**src/rtl/data_access_rx.sv**
```systemverilog
`default_nettype none
// +-----------------------------------------------------------------------------+
// | data_access_rx: reassembles RS232 Rx bytes into {type[1:0], data[13:0]}.     |
// | Optional RX_CHECKSUM_EN adds a third byte CK = B0 ^ B1.   Revision: 1.0      |
// +-----------------------------------------------------------------------------+
module data_access_rx #(
  parameter int TIMEOUT_CYCLES = 1000,
  parameter int TO_W           = 10
) (
  input  logic        clock,
  input  logic        reset,
  input  logic [7:0]  rs232_Data_out,
  input  logic        rs232_Data_out_valid,
  input  logic        da_Ready_for_Data_out,
  output logic [13:0] da_Data_out,
  output logic [1:0]  da_sensor_type,
  output logic        da_Data_out_valid,
  output logic        da_overrun,
  output logic        da_frame_error
);

  localparam logic [TO_W-1:0] c_timeout = TO_W'(TIMEOUT_CYCLES);

  typedef enum logic [1:0] {
    IDLE   = 2'd0,
    GOT_B0 = 2'd1,
    GOT_B1 = 2'd2
  } state_t;

  state_t          r_state;
  state_t          w_next;
  logic [7:0]      r_b0;
  logic [TO_W-1:0] r_cnt;
  logic            w_expire;
  logic            w_frame_done;
  logic            w_ck_bad;
  logic [15:0]     w_sample;

`ifdef RX_CHECKSUM_EN
  logic [7:0]      r_b1;
  assign w_sample = {r_b0, r_b1};
`else
  assign w_sample = {r_b0, rs232_Data_out};
`endif

  always_ff @(posedge clock or negedge reset) begin
    if (!reset) begin
      r_state <= IDLE;
    end else begin
      r_state <= w_next;
    end
  end

  // Expiry takes priority: a strobe on the expiry cycle restarts a frame as B0.
  always_comb begin
    w_next       = r_state;
    w_frame_done = 1'b0;
    w_ck_bad     = 1'b0;
    w_expire     = (r_state != IDLE) && (r_cnt == c_timeout);
    case (r_state)
      IDLE: begin
        if (rs232_Data_out_valid) w_next = GOT_B0;
      end
      GOT_B0: begin
        if (w_expire) begin
          w_next = rs232_Data_out_valid ? GOT_B0 : IDLE;
        end else if (rs232_Data_out_valid) begin
`ifdef RX_CHECKSUM_EN
          w_next = GOT_B1;
`else
          w_next       = IDLE;
          w_frame_done = 1'b1;
`endif
        end
      end
`ifdef RX_CHECKSUM_EN
      GOT_B1: begin
        if (w_expire) begin
          w_next = rs232_Data_out_valid ? GOT_B0 : IDLE;
        end else if (rs232_Data_out_valid) begin
          w_next = IDLE;
          if (rs232_Data_out == (r_b0 ^ r_b1)) w_frame_done = 1'b1;
          else                                 w_ck_bad     = 1'b1;
        end
      end
`endif
      default: w_next = IDLE;
    endcase
  end

  always_ff @(posedge clock or negedge reset) begin
    if (!reset) begin
      r_b0              <= '0;
`ifdef RX_CHECKSUM_EN
      r_b1              <= '0;
`endif
      r_cnt             <= '0;
      da_Data_out       <= '0;
      da_sensor_type    <= '0;
      da_Data_out_valid <= 1'b0;
      da_overrun        <= 1'b0;
      da_frame_error    <= 1'b0;
    end else begin
      da_overrun     <= 1'b0;
      da_frame_error <= w_expire | w_ck_bad;

      if (rs232_Data_out_valid && (w_next == GOT_B0)) r_b0 <= rs232_Data_out;
`ifdef RX_CHECKSUM_EN
      if (rs232_Data_out_valid && (w_next == GOT_B1)) r_b1 <= rs232_Data_out;
`endif

      if (rs232_Data_out_valid || (w_next == IDLE)) r_cnt <= '0;
      else                                          r_cnt <= r_cnt + TO_W'(1);

      // A held, unaccepted sample wins over a newly completed frame.
      if (w_frame_done) begin
        if (!da_Data_out_valid || da_Ready_for_Data_out) begin
          da_Data_out       <= w_sample[13:0];
          da_sensor_type    <= w_sample[15:14];
          da_Data_out_valid <= 1'b1;
        end else begin
          da_overrun <= 1'b1;
        end
      end else if (da_Data_out_valid && da_Ready_for_Data_out) begin
        da_Data_out_valid <= 1'b0;
      end
    end
  end

endmodule
`default_nettype wire

```
**config.mk**
```make
export PLATFORM = sky130hd
export DESIGN_NAME = data_access_rx
export DESIGN_NICKNAME = d
export VERILOG_FILES = /design/src/rtl/data_access_rx.sv
export SDC_FILE = /design/constraint.sdc
export NUM_CORES = 1
export LEC_CHECK = 0
export ABC_AREA = 0
export BUFFER_PORTS_ARGS = -buffer_cell sky130_fd_sc_hd__buf_2
export CELL_PAD_IN_SITES_DETAIL_PLACEMENT = 1
export CELL_PAD_IN_SITES_GLOBAL_PLACEMENT = 2
export CORE_ASPECT_RATIO = 0.75
export CORE_MARGIN = 4
export CORE_UTILIZATION = 36
export CTS_CLUSTER_DIAMETER = 80
export DETAILED_ROUTE_END_ITERATION = 6
export PLACE_DENSITY_LB_ADDON = 0.3
export SYNTH_ARGS = -nofsm -noshare
export SYNTH_HDL_FRONTEND = slang
export SYNTH_SLANG_ARGS = --single-unit
```
**constraint.sdc**
```tcl
create_clock -name clock -period 2 [get_ports clock]
set_input_delay 0.1 -clock clock [delete_from_list [all_inputs] [get_ports clock]]
set_output_delay 0.1 -clock clock [all_outputs]
set_load 0.01 [all_outputs]
```
==> qor.json, run 1 <==
{
  "status": {
    "status": "finished clean"
  },
  "logic_synthesis": {
    "postSynthCellCount": 118,
    "asyncSetResetFlopFracSynth_pct": 100,
    "synth-edff-count": 0,
    "post_synth.cell_area_avg_um2": 13.8,
    "synth-seq-area-share_pct": 60.0,
    "yosys.cell_count.top_type": "sky130_fd_sc_hd__dfrtp_1",
    "ys_top_cells_by_area": "sky130_fd_sc_hd__dfrtp_1 60%, sky130_fd_sc_hd__mux2_2 9.7%, sky130_fd_sc_hd__mux2_4 9.2%",
    "syn_area_mm2": 0.00163,
    "yosys_warnings": 0,
    "post-synth-top-area-cell": "sky130_fd_sc_hd__dfrtp_1",
    "synth_flop_cell": "sky130_fd_sc_hd__dfrtp_1",
    "synth_top_area_share_pct": 60.0,
    "netlist_top_cells_count": "39 x sky130_fd_sc_hd__dfrtp_1, 14 x sky130_fd_sc_hd__mux2_2, 14 x sky130_fd_sc_hd__nor2_1",
    "postSynthNetCount": 132,
    "yosys.cell_types.count": 25,
    "ys_seq_elements": 39
  },
  "routing": {
    "detail_route.iter0.violations": 55,
    "ant_nets": 0,
    "route.vias.total": 1010,
    "vias_per_cell": 4.74,
    "routed_wire_length_per_instance_um": 16.0,
    "drtPass1Iterations": 3,
    "detail_route.wirelength_mm": 3.42,
    "drcViolationCount": 0
  },
  "power": {
    "switching_share_pct": 24.2,
    "power.density_mw_per_mm2": 1110,
    "share_comb_of_total_power_pct": 19.8,
    "max-vdd-ir-drop_uv": 510,
    "internal_power_mw": 1.69,
    "clock_power_share_pct": 34.4,
    "p_sw_uw": 540,
    "leakagePower_nw": 0.917,
    "seqPwrFrac_pct": 45.8
  },
  "setup_path": {
    "worst_r2r_path_depth": 7,
    "reg2reg_setup_slack_ns": 0.11,
    "crit_start": "r_cnt[0]$_DFF_PN0_",
    "worst_ep_arrival_time_ns": 2.09,
    "timing.critical_path.to_type": "register",
    "setup.worst_path.end": "r_cnt[0]$_DFF_PN0_",
    "timing.rr.start": "r_cnt[0]$_DFF_PN0_",
    "critPathLaunchType": "register",
    "r2r_end": "r_cnt[0]$_DFF_PN0_",
    "critPathRequiredTime_ns": 2.21,
    "critical_path_class": "register to register",
    "critical_path_peak_fanout": 11
  },
  "clock_tree": {
    "cts.htree.levels": 2,
    "cts.sink_count": 39,
    "cts_tree": "built",
    "clock_insertion_delay_worst_skew_ns": 0.28,
    "cts-root-to-sink-buffers": 2,
    "cts-root-buf": "sky130_fd_sc_hd__clkbuf_8",
    "clk_transition_reported_paths_ns": 0.08,
    "cts_buffers": 5
  },
  "floorplan": {
    "core-area_mm2": 0.00420,
    "die_area_mm2": 0.00566,
    "floorplan.initialDensity_pct": 38.7,
    "die_width_um": 85.6,
    "io-pin-count": 31,
    "die-height_um": 66.2,
    "row_count": 20
  },
  "timing": {
    "tightest_slew_ns": 0.867,
    "grt_setup_unrepaired": "false",
    "slew_violations": 0,
    "setup_viol": 0,
    "finalHoldViolCount": 0,
    "max-slew-margin-rel_pct": 42.2,
    "final_min_period_over_clock_period_pct": 94.3,
    "clock_skew_ns": 0.00476,
    "timing.final.crit_period_ns": 1.89,
    "hold-worst-slack_ns": 0.0620,
    "maxClockFrequency_ghz": 0.530,
    "worst_slack_ns": 0.114
  },
  "placed_design": {
    "gpl.final_weighted_congestion": 0.723,
    "place.detailed.hpwl_mm": 2.30,
    "port_buffers": 30,
    "dp.cells": 201,
    "pre_cts_slack_ns": -0.00547
  },
  "global_routing": {
    "largest_net_degree_at_the_start_of_global_routing": 40,
    "first_global_vias": 1170,
    "grt_first_pass_wirelength_mm": 5.70,
    "antenna_found_initial": 0,
    "groute.usage.overall_pct": 13.2,
    "grt-ovfl-total": 0
  },
  "finish": {
    "n_antenna_cell": 0,
    "synthToLayoutAreaGrowth_pct": 23.9,
    "finish.cell_count_without_fillers": 213,
    "num-nets-final": 171,
    "post_route_cells_drive_above_1_share_pct": 44.3
  },
  "worst_hold_path": {
    "hold_class": "input pin to register"
  },
  "run": {
    "cap_viol_max_count": 0
  }
}
[registers in the layout, summed over array words and instances (netlist names)]
register	count
da_Data_out	14
r_b0	8
da_frame_error	1
da_overrun	1
r_state	2
da_sensor_type	2
da_Data_out_valid	1
r_cnt	10
[logic make-up after synthesis]
family	count (synthesis)	share of synthesized area [%]
adders and majority gates	2	1.54
DFF	39	60.0
muxes	24	18.9
xor gates and xnor gates	8	4.31
and+or+nand+nor	35	11.1
AOI/OAI and AO/OA	2	1.62
buffers and inverters	7	2.23
other	1	0.231
[metal layers]
layer	up-vias	routed length, um	track usage (%)
met3	5	175	4.98
met4	0	39	4.15
li1	469	-	-
met1	513	1400	14.8
met5	-	0	0
met2	23	1810	23.4
[placed cells by master, fill, tap and decap left out]
cell type	synthesis	layout
sky130_fd_sc_hd__nor3_1	3	3
sky130_fd_sc_hd__o21ai_0	1	1
sky130_fd_sc_hd__nor2_4	1	1
sky130_fd_sc_hd__ha_1	2	2
sky130_fd_sc_hd__inv_1	4	4
sky130_fd_sc_hd__nor2_1	14	14
sky130_fd_sc_hd__buf_2	2	30
sky130_fd_sc_hd__clkbuf_8	0	5
sky130_fd_sc_hd__dlygate4sd3_1	0	1
sky130_fd_sc_hd__dfrtp_1	39	39
sky130_fd_sc_hd__xor2_1	2	2
sky130_fd_sc_hd__nand4b_1	1	1
sky130_fd_sc_hd__clkbuf_1	0	1
sky130_fd_sc_hd__nand4_2	1	1
sky130_fd_sc_hd__nand3_1	4	4
sky130_fd_sc_hd__conb_1	1	1
sky130_fd_sc_hd__nand2_4	0	1
sky130_fd_sc_hd__nor4_1	1	1
sky130_fd_sc_hd__mux2_4	10	10
sky130_fd_sc_hd__mux2_2	14	14
sky130_fd_sc_hd__nor2b_1	1	1
sky130_fd_sc_hd__xnor2_1	6	6
sky130_fd_sc_hd__bufinv_16	0	2
sky130_fd_sc_hd__nand4_1	1	1
sky130_fd_sc_hd__or3_2	1	1
sky130_fd_sc_hd__nand2b_1	2	2
sky130_fd_sc_hd__nand2_1	4	4
sky130_fd_sc_hd__buf_4	0	3
sky130_fd_sc_hd__o31ai_4	1	1
sky130_fd_sc_hd__buf_12	0	1
[metrics by stage]
stage | util, % | instance area, um^2 | TNS [ns] | total power, mW
3_5_place_dp | 43.5 | 1830 | -0.00937 | 1.48
6_report | 47.9 | 2010 | 0 | 2.23
4_1_cts | 46.9 | 1970 | 0 | 2.26
5_1_grt | 47.9 | 2010 | 0 | 2.36
3_3_place_gp | 43.5 | 1830 | 0 | 1.45
2_1_floorplan | - | 1630 | 0 | 1.28
[what timing repair did]
item,4_1_cts,5_1_grt
hold buffers,1,0
pin swaps,1,2
buffers inserted,0,3
gates resized for setup,0,1
endpoints found under the hold margin,39,0
setup endpoints to repair,5,24
[critical path, cell delays in order (launching register included)]
cell and delay (ns):
sky130_fd_sc_hd__dfrtp_1 0.42, sky130_fd_sc_hd__inv_1 0.07, sky130_fd_sc_hd__ha_1 0.20, sky130_fd_sc_hd__nand4b_1 0.17, sky130_fd_sc_hd__o31ai_4 0.09, sky130_fd_sc_hd__buf_4 0.15, sky130_fd_sc_hd__or3_2 0.55, sky130_fd_sc_hd__nor2_1 0.16
[power by group through the flow]
stage	registers [mW]	logic [mW]	clock network [mW]
6_report	1.02	0.441	0.767
4_1_cts	1.03	0.443	0.789
5_1_grt	1.05	0.483	0.829
3_3_place_gp	1.03	0.423	0
3_5_place_dp	1.04	0.439	0
2_1_floorplan	1.08	0.198	0
[area by class of cell]
| cell class | instances | area (um^2) |
|---|---|---|
| repair buffers | 35 | 203 |
| inverters | 4 | 15.0 |
| clock inverters | 2 | 60.1 |
| well taps | 55 | 68.8 |
| flip-flops and latches | 39 | 976 |
| fillers | 449 | 2190 |
| clock buffers | 6 | 72.6 |
| multi-input cells | 72 | 618 |
[how the worst min path moves through the flow]
stage / cells after the start / slack [ns] / to / startpoint
6_report: 2 / 0.06 / r_b0[2]$_DFFE_PN0P_ / rs232_Data_out[2]
5_1_grt: 2 / 0.05 / da_Data_out[5]$_DFFE_PN0P_ / rs232_Data_out[5]
4_1_cts: 2 / 0.05 / r_b0[2]$_DFFE_PN0P_ / rs232_Data_out[2]
3_5_place_dp: 1 / 0.27 / r_cnt[8]$_DFF_PN0_ / reset
3_3_place_gp: 1 / 0.25 / r_cnt[8]$_DFF_PN0_ / reset
2_1_floorplan: 0 / -0.20 / da_Data_out[0]$_DFFE_PN0P_ / reset
Note: power is estimated with default switching activity, not from simulation.
==> inputs of run 2 (changes only) <==
--- a/config.mk
+++ b/config.mk
@@ -5,16 +5,17 @@
 export SDC_FILE = /design/constraint.sdc
 export NUM_CORES = 1
 export LEC_CHECK = 0
-export ABC_AREA = 0
+export ABC_AREA = 1
 export BUFFER_PORTS_ARGS = -buffer_cell sky130_fd_sc_hd__buf_2
 export CELL_PAD_IN_SITES_DETAIL_PLACEMENT = 1
 export CELL_PAD_IN_SITES_GLOBAL_PLACEMENT = 2
 export CORE_ASPECT_RATIO = 0.75
 export CORE_MARGIN = 4
-export CORE_UTILIZATION = 36
+export CORE_UTILIZATION = 34
 export CTS_CLUSTER_DIAMETER = 80
 export DETAILED_ROUTE_END_ITERATION = 6
 export PLACE_DENSITY_LB_ADDON = 0.3
+export SKIP_CTS_REPAIR_TIMING = 1
 export SYNTH_ARGS = -nofsm -noshare
 export SYNTH_HDL_FRONTEND = slang
 export SYNTH_SLANG_ARGS = --single-unit
==> run 2 against run 1 <==
Largest cell class unchanged. Clock skew decreased by 0.00053 ns. Highest routed layer unchanged. Count of clock-buffer cells in the layout increased by 1. Combinational power decreased by 25%. Critical path type unchanged.
==> qor.json, run 2 <==
{
  "status": {
    "status": {"value": "finished clean", "change": "unchanged"}
  },
  "logic_synthesis": {
    "post-synth-top-area-cell": {"value": "sky130_fd_sc_hd__dfrtp_1", "change": "unchanged"},
    "synth_flop_cell": {"value": "sky130_fd_sc_hd__dfrtp_1", "change": "unchanged"},
    "main_combinational_cell_family_by_area_after_synthesis": {"value": "simple AND/OR/NAND/NOR gates", "change": "was multiplexers"},
    "postSynthNetCount": {"value": 204, "change": "was 132"},
    "yosys_warnings": {"value": 0, "change": "unchanged"},
    "asyncSetResetFlopFracSynth": {"value": 100, "unit": "%", "change": "unchanged"},
    "synth_fa_ha_area_share": {"value": 1.37, "unit": "%", "change": "was 1.54%"},
    "ys_top_cells_by_area": {"value": "sky130_fd_sc_hd__dfrtp_1 54%, sky130_fd_sc_hd__nand2_1 11%, sky130_fd_sc_hd__nand3_2 6.0%", "change": "was sky130_fd_sc_hd__dfrtp_1 60%, sky130_fd_sc_hd__mux2_2 9.7%, sky130_fd_sc_hd__mux2_4 9.2%"},
    "yosys.area_share.xor_xnor": {"value": 1.92, "unit": "%", "change": "was 4.31%"},
    "syn_area": {"value": 0.00182, "unit": "mm^2", "change": "was 0.00163 mm^2"},
    "yosys.cell_types.count": {"value": 24, "change": "was 25"},
    "post_synth.cell_area_avg": {"value": 9.58, "unit": "um^2", "change": "was 13.8 um^2"},
    "yosys.cell_count.top_type": {"value": "sky130_fd_sc_hd__nand2_1", "change": "was sky130_fd_sc_hd__dfrtp_1"},
    "postSynthCellCount": {"value": 190, "change": "was 118"},
    "synthSimpleGateAreaFrac": {"value": 31.4, "unit": "%", "change": "was 11.1%"},
    "ys_seq_elements": {"value": 39, "change": "unchanged"},
    "netlist_top_cells_count": {"value": "52 x sky130_fd_sc_hd__nand2_1, 39 x sky130_fd_sc_hd__dfrtp_1, 20 x sky130_fd_sc_hd__inv_1", "change": "was 39 x sky130_fd_sc_hd__dfrtp_1, 14 x sky130_fd_sc_hd__mux2_2, 14 x sky130_fd_sc_hd__nor2_1"},
    "synth_compound_area_share": {"value": 4.95, "unit": "%", "change": "was 1.62%"},
    "synth-seq-area-share": {"value": 53.6, "unit": "%", "change": "was 60.0%"},
    "synth-edff-count": {"value": 0, "change": "unchanged"},
    "synth.mux.area_fraction": {"value": 0, "unit": "%", "change": "was 18.9%"},
    "synth_top_area_share": {"value": 53.6, "unit": "%", "change": "was 60.0%"}
  },
  "global_routing": {
    "groute.usage.overall": {"value": 13.5, "unit": "%", "change": "was 13.2%"},
    "antenna_found_initial": {"value": 0, "change": "unchanged"},
    "first_global_vias": {"value": 1397, "change": "was 1170"},
    "grt-ovfl-total": {"value": 0, "change": "unchanged"},
    "largest_net_degree_at_the_start_of_global_routing": {"value": 25, "change": "was 40"},
    "grt_first_pass_wirelength": {"value": 7.02, "unit": "mm", "change": "was 5.70 mm"}
  },
  "routing": {
    "detail_route.iter0.violations": {"value": 45, "change": "was 55"},
    "ant_nets": {"value": 0, "change": "unchanged"},
    "route.vias.total": {"value": 1350, "change": "was 1010"},
    "detail_route.wirelength": {"value": 4.07, "unit": "mm", "change": "was 3.42 mm"},
    "routed_wire_length_per_instance": {"value": 13.5, "unit": "um", "change": "was 16.0 um"},
    "drtPass1Iterations": {"value": 4, "change": "was 3"},
    "vias_per_cell": {"value": 4.47, "change": "was 4.74"},
    "drcViolationCount": {"value": 0, "change": "unchanged"}
  },
  "timing": {
    "slew_violations": {"value": 0, "change": "unchanged"},
    "maxClockFrequency": {"value": 0.624, "unit": "GHz", "change": "was 0.530 GHz"},
    "clock_skew": {"value": 0.00423, "unit": "ns", "change": "was 0.00476 ns"},
    "finalHoldViolCount": {"value": 0, "change": "unchanged"},
    "timing.final.crit_period": {"value": 1.60, "unit": "ns", "change": "was 1.89 ns"},
    "worst_slack": {"value": 0.398, "unit": "ns", "change": "was 0.114 ns"},
    "grt_setup_unrepaired": {"value": "false", "change": "unchanged"},
    "max-slew-margin-rel": {"value": 63.6, "unit": "%", "change": "was 42.2%"},
    "timing.setup.tns": {"value": 0, "unit": "ns", "change": "unchanged"},
    "setup_viol": {"value": 0, "change": "unchanged"},
    "final_min_period_over_clock_period": {"value": 80.1, "unit": "%", "change": "was 94.3%"},
    "hold-worst-slack": {"value": 0.0425, "unit": "ns", "change": "was 0.0620 ns"},
    "tightest_slew": {"value": 0.546, "unit": "ns", "change": "was 0.867 ns"}
  },
  "placed_design": {
    "placement.cell_area": {"value": 0.00207, "unit": "mm^2", "change": "was 0.00183 mm^2"},
    "gpl.final_weighted_congestion": {"value": 0.745, "change": "was 0.723"},
    "dp.cells": {"value": 293, "change": "was 201"},
    "pre_cts_slack": {"value": 0.410, "unit": "ns", "change": "was -0.00547 ns"},
    "place.detailed.hpwl": {"value": 3.00, "unit": "mm", "change": "was 2.30 mm"},
    "port_buffers": {"value": 30, "change": "unchanged"}
  },
  "clock_tree": {
    "clock_insertion_delay_worst_skew": {"value": 0.29, "unit": "ns", "change": "was 0.28 ns"},
    "cts-root-to-sink-buffers": {"value": 2, "change": "unchanged"},
    "cts.sink_count": {"value": 39, "change": "unchanged"},
    "clk_transition_reported_paths": {"value": 0.08, "unit": "ns", "change": "about the same"},
    "cts_buffers": {"value": 5, "change": "unchanged"},
    "cts-root-buf": {"value": "sky130_fd_sc_hd__clkbuf_8", "change": "unchanged"},
    "cts.htree.levels": {"value": 2, "change": "unchanged"},
    "cts_tree": {"value": "built", "change": "unchanged"}
  },
  "finish": {
    "finish.cell_count_without_fillers": {"value": 302, "change": "was 213"},
    "post_route_cells_drive_above_1_share": {"value": 32.6, "unit": "%", "change": "was 44.3%"},
    "largest_register_ff_count": {"value": 14, "change": "unchanged"},
    "mostFrequentLayoutCells": {"value": "52 x sky130_fd_sc_hd__nand2_1, 39 x sky130_fd_sc_hd__dfrtp_1, 30 x sky130_fd_sc_hd__buf_2, 20 x sky130_fd_sc_hd__inv_1, 12 x sky130_fd_sc_hd__nor2_1", "change": "was 39 x sky130_fd_sc_hd__dfrtp_1, 30 x sky130_fd_sc_hd__buf_2, 14 x sky130_fd_sc_hd__nor2_1, 14 x sky130_fd_sc_hd__mux2_2, 10 x sky130_fd_sc_hd__mux2_4"},
    "finish.utilization": {"value": 42.8, "unit": "%", "change": "was 47.9%"},
    "synthToLayoutAreaGrowth": {"value": 18.5, "unit": "%", "change": "was 23.9%"},
    "num-nets-final": {"value": 243, "change": "was 171"},
    "reg_top3": {"value": "da_Data_out x14, r_cnt x10, r_b0 x8", "change": "unchanged"},
    "stdcell_area": {"value": 0.00216, "unit": "mm^2", "change": "was 0.00201 mm^2"},
    "n_antenna_cell": {"value": 0, "change": "unchanged"},
    "max_flop_register": {"value": "da_Data_out", "change": "unchanged"},
    "layout.cells.most_common": {"value": "sky130_fd_sc_hd__nand2_1", "change": "was sky130_fd_sc_hd__dfrtp_1"},
    "fillCellCount": {"value": 597, "change": "was 449"}
  },
  "power": {
    "power.density": {"value": 841, "unit": "mW/mm^2", "change": "was 1110 mW/mm^2"},
    "max-vdd-ir-drop": {"value": 383, "unit": "uV", "change": "was 510 uV"},
    "leakagePower": {"value": 1.10, "unit": "nW", "change": "was 0.917 nW"},
    "power.total": {"value": 1.81, "unit": "mW", "change": "was 2.23 mW"}
  },
  "worst_hold_path": {
    "min-delay-start": {"value": "rs232_Data_out[6]", "change": "was rs232_Data_out[2]"},
    "hold_class": {"value": "input pin to register", "change": "unchanged"}
  },
  "setup_path": {
    "worst_ep_arrival_time": {"value": 1.83, "unit": "ns", "change": "was 2.09 ns"},
    "critical_path_class": {"value": "register to register", "change": "unchanged"},
    "reg2reg_setup_slack": {"value": 0.40, "unit": "ns", "change": "was 0.11 ns"},
    "crit_start": {"value": "r_cnt[0]$_DFF_PN0_", "change": "unchanged"},
    "timing.critical_path.to_type": {"value": "register", "change": "unchanged"},
    "critPathLaunchType": {"value": "register", "change": "unchanged"},
    "critical_path_peak_fanout": {"value": 16, "change": "was 11"},
    "critPathRequiredTime": {"value": 2.23, "unit": "ns", "change": "was 2.21 ns"},
    "timing.rr.start": {"value": "r_cnt[0]$_DFF_PN0_", "change": "unchanged"}
  },
  "floorplan": {
    "core-area": {"value": 0.00504, "unit": "mm^2", "change": "was 0.00420 mm^2"},
    "floorplan.initialDensity": {"value": 36.1, "unit": "%", "change": "was 38.7%"},
    "die_width": {"value": 92.5, "unit": "um", "change": "was 85.6 um"},
    "die-height": {"value": 71.4, "unit": "um", "change": "was 66.2 um"},
    "row_count": {"value": 22, "change": "was 20"},
    "io-pin-count": {"value": 31, "change": "unchanged"},
    "die_area": {"value": 0.00660, "unit": "mm^2", "change": "was 0.00566 mm^2"}
  },
  "run": {
    "cap_viol_max_count": {"value": 0, "change": "unchanged"}
  }
}
-- run 2: area by class of cell --
type                    count  area (um^2)  area share, %
clock buffers               7         76.3           3.54
repair buffers             36          198           9.16
inverters                  23         86.3           4.00
flip-flops and latches     39          976           45.2
well taps                  72         90.1           4.18
clock inverters             1         5.00          0.232
multi-input cells         124          726           33.6
-- run 2: layer usage --
metal	vias to the layer above	track usage (%)	part of all wire (%)	wire (um)
met5	-	0	0	0
met4	0	3.95	1.1	46
met3	6	3.46	4.7	192
met2	32	17.8	39	1600
met1	639	21.2	55	2240
li1	673	-	-	-
-- run 2: logic make-up (layout without fill, tap and decap cells) --
group | after synthesis | after routing
AND/OR/NAND/NOR | 105 | 105
flip-flops | 39 | 39
buffers and inverters | 27 | 67
AO/OA/AOI/OAI | 12 | 12
XOR/XNOR | 4 | 4
adder cells (fa/ha/maj) | 2 | 2
other | 1 | 1
-- run 2: power by group --
group | leakage (nW) | switching [mW] | internal (mW)
logic | 0.554 | 0.193 | 0.135
registers | 0.509 | 0.0684 | 0.900
clock network | 0.0422 | 0.272 | 0.245
-- run 2: final timing paths --
path,end,cells past startpoint
setup / recovery,da_Data_out[4]$_DFFE_PN0P_,10
max in group asynchronous,da_Data_out[13]$_DFFE_PN0P_,3
hold / removal,da_Data_out[6]$_DFFE_PN0P_,3
setup reg to reg,da_Data_out[4]$_DFFE_PN0P_,10
hold reg to reg,da_sensor_type[0]$_DFFE_PN0P_,2
min in group asynchronous,r_cnt[4]$_DFF_PN0_,2
-- run 2: critical path, cell delays in order (launching register included) --
cell and delay [ns]:
sky130_fd_sc_hd__dfrtp_1 0.42, sky130_fd_sc_hd__inv_1 0.06, sky130_fd_sc_hd__ha_1 0.19, sky130_fd_sc_hd__inv_1 0.08
sky130_fd_sc_hd__nor2_2 0.06, sky130_fd_sc_hd__nand3_4 0.10, sky130_fd_sc_hd__nand3_2 0.11, sky130_fd_sc_hd__nor2_4 0.09
sky130_fd_sc_hd__buf_4 0.24, sky130_fd_sc_hd__nand3_1 0.12, sky130_fd_sc_hd__nand2_1 0.07
